--- config.mk ---
export PLATFORM = sky130hd
export DESIGN_NAME = digit_overlay_renderer
export DESIGN_NICKNAME = d
export VERILOG_FILES = /design/src/rtl/digit_overlay_renderer.sv
export SDC_FILE = /design/constraint.sdc
export NUM_CORES = 1
export LEC_CHECK = 0
export BUFFER_PORTS_ARGS = -buffer_cell sky130_fd_sc_hd__buf_2
export CAP_MARGIN = 20
export CORE_ASPECT_RATIO = 0.7
export CORE_MARGIN = 2
export CORE_UTILIZATION = 60
export DETAILED_ROUTE_END_ITERATION = 6
export PLACE_DENSITY = 0.93
export REMOVE_ABC_BUFFERS = 1
export SYNTH_ARGS = -nofsm -noshare
export SYNTH_HDL_FRONTEND = slang
export SYNTH_SLANG_ARGS = --single-unit
export TNS_END_PERCENT = 20
--- constraint.sdc ---
create_clock -name clk -period 4.8 [get_ports clk]
set_clock_uncertainty 0.2 [all_clocks]
set_input_delay 0.24 -clock clk [delete_from_list [all_inputs] [get_ports clk]]
set_output_delay 0.24 -clock clk [all_outputs]
set_load 0.005 [all_outputs]
--- src/rtl/digit_overlay_renderer.sv ---
// On-screen number overlay: ready/valid capture, multi-cycle double-dabble BCD
// conversion, and a two-stage pixel pipeline drawing scaled 10x10 glyphs.

module digit_font_rom_10 (
    input  logic [3:0] i_code,
    input  logic [3:0] i_row,
    output logic [9:0] o_bits
);
    // Glyph rows are written as drawn: the leftmost character is screen column 0.
    localparam logic [9:0] FONT [0:10][0:9] = '{
        '{10'b0011111100, 10'b0110000110, 10'b0110001110, 10'b0110010110, 10'b0110100110,
          10'b0111000110, 10'b0110000110, 10'b0110000110, 10'b0011111100, 10'b0000000000},
        '{10'b0000110000, 10'b0011110000, 10'b0000110000, 10'b0000110000, 10'b0000110000,
          10'b0000110000, 10'b0000110000, 10'b0000110000, 10'b0011111100, 10'b0000000000},
        '{10'b0011111100, 10'b0110000110, 10'b0000000110, 10'b0000001100, 10'b0000011000,
          10'b0000110000, 10'b0001100000, 10'b0011000000, 10'b0111111110, 10'b0000000000},
        '{10'b0011111100, 10'b0110000110, 10'b0000000110, 10'b0000000110, 10'b0001111100,
          10'b0000000110, 10'b0000000110, 10'b0110000110, 10'b0011111100, 10'b0000000000},
        '{10'b0000011100, 10'b0000111100, 10'b0001101100, 10'b0011001100, 10'b0110001100,
          10'b0111111110, 10'b0000001100, 10'b0000001100, 10'b0000001100, 10'b0000000000},
        '{10'b0111111110, 10'b0110000000, 10'b0110000000, 10'b0111111100, 10'b0000000110,
          10'b0000000110, 10'b0000000110, 10'b0110000110, 10'b0011111100, 10'b0000000000},
        '{10'b0001111100, 10'b0011000000, 10'b0110000000, 10'b0111111100, 10'b0110000110,
          10'b0110000110, 10'b0110000110, 10'b0110000110, 10'b0011111100, 10'b0000000000},
        '{10'b0111111110, 10'b0000000110, 10'b0000001100, 10'b0000011000, 10'b0000110000,
          10'b0001100000, 10'b0001100000, 10'b0001100000, 10'b0001100000, 10'b0000000000},
        '{10'b0011111100, 10'b0110000110, 10'b0110000110, 10'b0011111100, 10'b0110000110,
          10'b0110000110, 10'b0110000110, 10'b0110000110, 10'b0011111100, 10'b0000000000},
        '{10'b0011111100, 10'b0110000110, 10'b0110000110, 10'b0110000110, 10'b0011111110,
          10'b0000000110, 10'b0000000110, 10'b0000001100, 10'b0011111000, 10'b0000000000},
        '{10'b0000000000, 10'b0000000000, 10'b0000000000, 10'b0000000000, 10'b0111111110,
          10'b0111111110, 10'b0000000000, 10'b0000000000, 10'b0000000000, 10'b0000000000}
    };

    logic [9:0] w_visual;

    always_comb begin
        w_visual = '0;
        if (i_code <= 4'd10 && i_row <= 4'd9) begin
            w_visual = FONT[i_code][i_row];
        end
    end

    genvar gi;
    generate
        for (gi = 0; gi < 10; gi++) begin : g_rev
            assign o_bits[gi] = w_visual[9 - gi];
        end
    endgenerate
endmodule

module digit_overlay_renderer #(
    parameter int PIXEL_WIDTH   = 12,
    parameter int PHY_WIDTH     = 14,
    parameter int VALUE_WIDTH   = 14,
    parameter int DIGITS        = 4,
    parameter int SIGNED_MODE   = 0,
    parameter int BLANK_LEADING = 1,
    parameter int ORIGIN_X      = 130,
    parameter int ORIGIN_Y      = 160,
    parameter int SCALE_SHIFT   = 3,
    parameter int DIGIT_PITCH   = 120,
    parameter logic [PIXEL_WIDTH-1:0] BG_COLOR  = 12'hFD8,
    parameter logic [PIXEL_WIDTH-1:0] FG_COLOR  = 12'hFFF,
    parameter logic [PIXEL_WIDTH-1:0] OFF_COLOR = 12'hFFF
) (
    input  logic                   clk,
    input  logic                   rst,
    input  logic [VALUE_WIDTH-1:0] value_in,
    input  logic                   value_valid,
    output logic                   value_ready,
    input  logic [PHY_WIDTH-1:0]   map_x,
    input  logic [PHY_WIDTH-1:0]   map_y,
    input  logic                   map_on,
    output logic [PIXEL_WIDTH-1:0] rgb
);
    localparam int CELL  = 10 << SCALE_SHIFT;
    localparam int BCD_W = 4 * DIGITS;
    localparam int WRK_W = BCD_W + VALUE_WIDTH;
    localparam int CNT_W = (VALUE_WIDTH > 1) ? $clog2(VALUE_WIDTH) : 1;

    function automatic longint pow10(input int n);
        longint p;
        p = 1;
        for (int i = 0; i < n; i++) p = p * 10;
        return p;
    endfunction

    localparam longint MAXV = (SIGNED_MODE != 0) ? pow10(DIGITS - 1) - 1 : pow10(DIGITS) - 1;

    typedef enum logic [1:0] {S_IDLE, S_CONVERT, S_COMMIT} state_t;

    state_t             r_state;
    logic               r_ready;
    logic [CNT_W-1:0]   r_iter;
    logic [WRK_W-1:0]   r_work;
    logic               r_neg;
    logic [BCD_W-1:0]   r_disp_bcd;
    logic               r_disp_neg;

    logic                   w_neg;
    logic [VALUE_WIDTH-1:0] w_mag_raw;
    logic [VALUE_WIDTH-1:0] w_mag;
    logic [BCD_W-1:0]       w_adj;

    always_comb begin
        w_neg     = (SIGNED_MODE != 0) && value_in[VALUE_WIDTH-1];
        w_mag_raw = w_neg ? (~value_in + 1'b1) : value_in;
        w_mag     = (longint'(w_mag_raw) > MAXV) ? VALUE_WIDTH'(MAXV) : w_mag_raw;
    end

    genvar gi;
    generate
        for (gi = 0; gi < DIGITS; gi++) begin : g_adj
            logic [3:0] w_nib;
            assign w_nib = r_work[VALUE_WIDTH + 4*gi +: 4];
            assign w_adj[4*gi +: 4] = (w_nib >= 4'd5) ? w_nib + 4'd3 : w_nib;
        end
    endgenerate

    always_ff @(posedge clk) begin
        if (rst) begin
            r_state    <= S_IDLE;
            r_ready    <= 1'b1;
            r_iter     <= '0;
            r_work     <= '0;
            r_neg      <= 1'b0;
            r_disp_bcd <= '0;
            r_disp_neg <= 1'b0;
        end else begin
            case (r_state)
                S_IDLE: begin
                    if (value_valid && r_ready) begin
                        r_work  <= {{BCD_W{1'b0}}, w_mag};
                        r_neg   <= w_neg;
                        r_iter  <= '0;
                        r_ready <= 1'b0;
                        r_state <= S_CONVERT;
                    end
                end
                S_CONVERT: begin
                    r_work <= {w_adj, r_work[VALUE_WIDTH-1:0]} << 1;
                    r_iter <= r_iter + 1'b1;
                    if (r_iter == CNT_W'(VALUE_WIDTH - 1)) begin
                        r_state <= S_COMMIT;
                    end
                end
                S_COMMIT: begin
                    r_disp_bcd <= r_work[WRK_W-1 -: BCD_W];
                    r_disp_neg <= r_neg;
                    r_ready    <= 1'b1;
                    r_state    <= S_IDLE;
                end
                default: r_state <= S_IDLE;
            endcase
        end
    end

    assign value_ready = r_ready;

    // Per-cell glyph code; spare entries beyond DIGITS read as blank.
    logic [3:0] w_code [8];
    generate
        for (gi = 0; gi < 8; gi++) begin : g_code
            if (gi >= DIGITS) begin : g_none
                assign w_code[gi] = 4'd15;
            end else if (SIGNED_MODE != 0 && gi == 0) begin : g_sign
                assign w_code[gi] = r_disp_neg ? 4'd10 : 4'd15;
            end else if (BLANK_LEADING != 0 && gi != DIGITS - 1) begin : g_blank
                localparam int D = DIGITS - 1 - gi;
                assign w_code[gi] = (r_disp_bcd[BCD_W-1:4*D] == '0) ? 4'd15 : r_disp_bcd[4*D +: 4];
            end else begin : g_plain
                localparam int D = DIGITS - 1 - gi;
                assign w_code[gi] = r_disp_bcd[4*D +: 4];
            end
        end
    endgenerate

    logic [PHY_WIDTH-1:0] w_dx;
    logic [PHY_WIDTH-1:0] w_dy;
    logic [DIGITS-1:0]    w_in_cell;
    logic [PHY_WIDTH-1:0] w_off [DIGITS];
    logic                 w_hit;
    logic [2:0]           w_cell;
    logic [3:0]           w_col;
    logic [3:0]           w_row;

    assign w_dx  = map_x - PHY_WIDTH'(ORIGIN_X);
    assign w_dy  = map_y - PHY_WIDTH'(ORIGIN_Y);
    assign w_row = 4'(w_dy >> SCALE_SHIFT);

    generate
        for (gi = 0; gi < DIGITS; gi++) begin : g_cell
            localparam logic [PHY_WIDTH-1:0] LO = PHY_WIDTH'(gi * DIGIT_PITCH);
            localparam logic [PHY_WIDTH-1:0] HI = PHY_WIDTH'(gi * DIGIT_PITCH + CELL);
            if (gi == 0) begin : g_first
                assign w_in_cell[gi] = (w_dx < HI);
            end else begin : g_rest
                assign w_in_cell[gi] = (w_dx >= LO) && (w_dx < HI);
            end
            assign w_off[gi] = w_dx - LO;
        end
    endgenerate

    // Coordinates left of / above the origin wrap to large dx/dy but are rejected explicitly too.
    always_comb begin
        w_hit  = 1'b0;
        w_cell = '0;
        w_col  = '0;
        for (int k = 0; k < DIGITS; k++) begin
            if (w_in_cell[k]) begin
                w_hit  = 1'b1;
                w_cell = 3'(k);
                w_col  = 4'(w_off[k] >> SCALE_SHIFT);
            end
        end
        if (map_x < PHY_WIDTH'(ORIGIN_X) || map_y < PHY_WIDTH'(ORIGIN_Y) || w_dy >= PHY_WIDTH'(CELL)) begin
            w_hit = 1'b0;
        end
    end

    logic       r_s1_hit;
    logic       r_s1_on;
    logic [2:0] r_s1_cell;
    logic [3:0] r_s1_row;
    logic [3:0] r_s1_col;

    always_ff @(posedge clk) begin
        if (rst) begin
            r_s1_hit  <= 1'b0;
            r_s1_on   <= 1'b0;
            r_s1_cell <= '0;
            r_s1_row  <= '0;
            r_s1_col  <= '0;
        end else begin
            r_s1_hit  <= w_hit;
            r_s1_on   <= map_on;
            r_s1_cell <= w_cell;
            r_s1_row  <= w_row;
            r_s1_col  <= w_col;
        end
    end

    logic [9:0]             w_glyph_bits;
    logic [PIXEL_WIDTH-1:0] r_rgb;

    digit_font_rom_10 u_font (
        .i_code (w_code[r_s1_cell]),
        .i_row  (r_s1_row),
        .o_bits (w_glyph_bits)
    );

    always_ff @(posedge clk) begin
        if (rst) begin
            r_rgb <= '0;
        end else if (!r_s1_on) begin
            r_rgb <= OFF_COLOR;
        end else if (r_s1_hit && w_glyph_bits[r_s1_col]) begin
            r_rgb <= FG_COLOR;
        end else begin
            r_rgb <= BG_COLOR;
        end
    end

    assign rgb = r_rgb;
endmodule
==> qor.yml <==
p_comb_share_pct: 15.2
ys_types: 85
yosysSeqAreaShare_pct: 25.9
dieHeight_um: 81.7
clockBufferDepth: 2
stdcell_count: 841
start_util_pct: 61.6
syn_to_final_growth_pct: 12.0
wl_met2_mm: 6.70
ant_nets: 0
layout_common_cells: "91 x nand2_1, 71 x a21oi_1, 67 x dfxtp_1"
synth_compound_area_share_pct: 30.5
initialDrtViolationCount: 757
place_ws_ps: 713
avgSynthCellArea_um2: 7.42
critPathLaunch: "r_s1_cell[0]"
post-cts-setup-buffers: 0
synth-edff-count: 0
setup_violations: 0
synth-simple-area-share_pct: 24.9
grt_first_pass_wirelength_mm: 24.6
worst_pin_slew_ps: 1040
track_usage_pct: 32.8
run_status: "complete, no violations"
crit_path_top_delay_cell: "a221oi_2"
regToRegSetupSlack_ps: 470
rsz0062_at_grt: "no"
dr_wl_met3_mm: 1.81
r2r-start: "r_s1_cell[0]"
yosysWarnings: 0
cts_tree: "done"
start_kind: "flop"
critical_path_arrival_ps: 4350
grt_pass1_vias: 5052
die_area_mm2: 0.00940
max-cap-violations: 0
antenna_found_initial: 0
synth-xor-area-share_pct: 2.71
grt_overflow: 0
worst_slack_ps: 474
detail_route.wl_per_cell_um: 18.1
cp_slowest_stage_delay_ps: 830
p_leak_uw: 0.00212
setup_tns_ps: 0
synth_area_mm2: 0.00518
num_vias: 5643
core_mm2: 0.00841
place_hpwl_mm: 10.3
hold_viol: 0
drc: 0
p_sw_share_pct: 27.0
power_uw: 1490
p_per_area_mw_per_mm2: 257
grt_start_max_net_pins: 68
endpoint_kind: "flop"
crit_family: "compound AO/OA/AOI/OAI gates"
critical_path_class: "flop to flop"
nets: 805
synthMuxAreaShare_pct: 1.40
cts-root-buf: "clkbuf_16"
period_share_pct: 90.1
port_buffers: 55
period_needed_ps: 4330
async_flop_share_pct: 0
antenna_cells: 0
synthAdderAreaFrac_pct: 6.52
ios: 59
cts.clk_slew.worst_paths_ps: 60
gp_congestion: 1.06
die_w_um: 115
layout_commonest_cell: "nand2_1"
seqPwrFrac_pct: 39.9
synth_ff_type: "dfxtp_1"
power_switching_uw: 401
crit_chain: "nor2b_1 -> o21ai_0 -> a221oi_2 -> ha_1 -> inv_1 -> nor2_1 -> o211ai_1 -> a311oi_1 -> a311o_1 -> o2111ai_1 -> a31o_1"
worstPathRequired_ps: 4820
holdWs_ps: 5.40
postSynthRegisterBits: 67
relSlewSlack_pct: 30.0
placed_cells: 813
endpoint: "rgb[5]"
cp_num_buf_inv: 1
wl_met1_mm: 6.38
drive_gt1_share_pct: 14.8
clkLatencyLatePin_ps: 330
drtPass1Iterations: 7
netlist_instances: 698
synth_top_family_by_area: "compound AO/OA/AOI/OAI gates"
cp_num_cells: 11
peakVddDrop_mv: 0.164
cts.repair.resized: 0
reg2reg_to: "rgb[5]"
core.rowCount: 28
viasPerCell: 6.71
htree_levels: 3
cts.sinks: 67
clockPowerShare_pct: 44.9
hp-class: "input port to flop"
path_max_fanout: 16
highest_layer: "met4"
numCtsBuffers: 9
wirelength_mm: 15.2
slew_viol_final: 0
clock.fmax_mhz: 231
r2r_cells: 11
intPower_uw: 1090
postCtsHoldBufs: 10
==> layer usage <==
layer / global-route usage (%) / vias up
met1: 44.6 / 2653
li1: - / 2605
met2: 49.4 / 336
met4: 12.7 / 0
met5: 0 / -
met3: 9.30 / 49
==> cell usage after synthesis, types with 9 or more instances <==
cell / number / area [um2]
a21oi_1: 71 / 355
ha_1: 27 / 338
nand3_1: 33 / 165
a31oi_1: 13 / 81.3
inv_1: 34 / 128
o211ai_1: 9 / 67.6
nor3_1: 19 / 95.1
o21ai_0: 37 / 185
xnor2_1: 10 / 87.6
buf_4: 13 / 97.6
clkbuf_1: 29 / 109
nor2_1: 58 / 218
nand2_1: 91 / 342
dfxtp_1: 67 / 1340
nand2b_1: 12 / 75.1
==> through the flow <==
step,cell area (um2),utilization [%]
final,5800,69.0
after global routing,5800,69.0
after CTS,5760,68.5
after detailed placement,5360,63.7
after global placement,5360,63.7
after floorplan,4900,-
==> final cells by class <==
type                    count  area [um2]
multi-input cells         543        3420
fillers                   663        2610
flip-flops and latches     67        1340
repair buffers             75         465
clock buffers              11         253
inverters                  36         135
well taps                 105         131
clock inverters             4        50.0
==> how the worst min path moves through the flow <==
stage / from / to / cells after the start
global placement: r_work[11] / r_work[12] / 2
global route: value_in[1] / r_work[1] / 3
floorplan: rst / r_s1_row[2] / 1
finish: value_in[3] / r_work[3] / 3
detailed placement: map_y[5] / r_s1_row[2] / 2
CTS: value_in[3] / r_work[3] / 3
==> power groups by stage <==
stage          logic (uW)  clock network [uW]  registers (uW)
2_1_floorplan         121                   0             603
3_3_place_gp          199                   0             602
3_5_place_dp          206                   0             603
4_1_cts               214                 672             591
5_1_grt               248                 693             595
6_report              227                 667             593
==> kinds of logic after synthesis <==
| group | after synthesis |
|---|---|
| simple gates | 266 |
| compound gates | 227 |
| buf+inv | 88 |
| flops | 67 |
| fa+ha+maj | 27 |
| xor+xnor | 16 |
| mux | 7 |
==> worst min-delay path, stage by stage <==
cell and delay [ps]:
buf_2 100, nor2_1 90, a311oi_1 50
==> registers in the layout (all words and copies together), names as in the netlist <==
name and flops:
r_work 30, r_disp_bcd 16, r_iter 4, r_s1_col 4
r_s1_row 4, r_s1_cell 2, r_state 2, rgb 2
r_s1_hit 1, r_s1_on 1, value_ready 1
(Power assumes the default switching activity.)
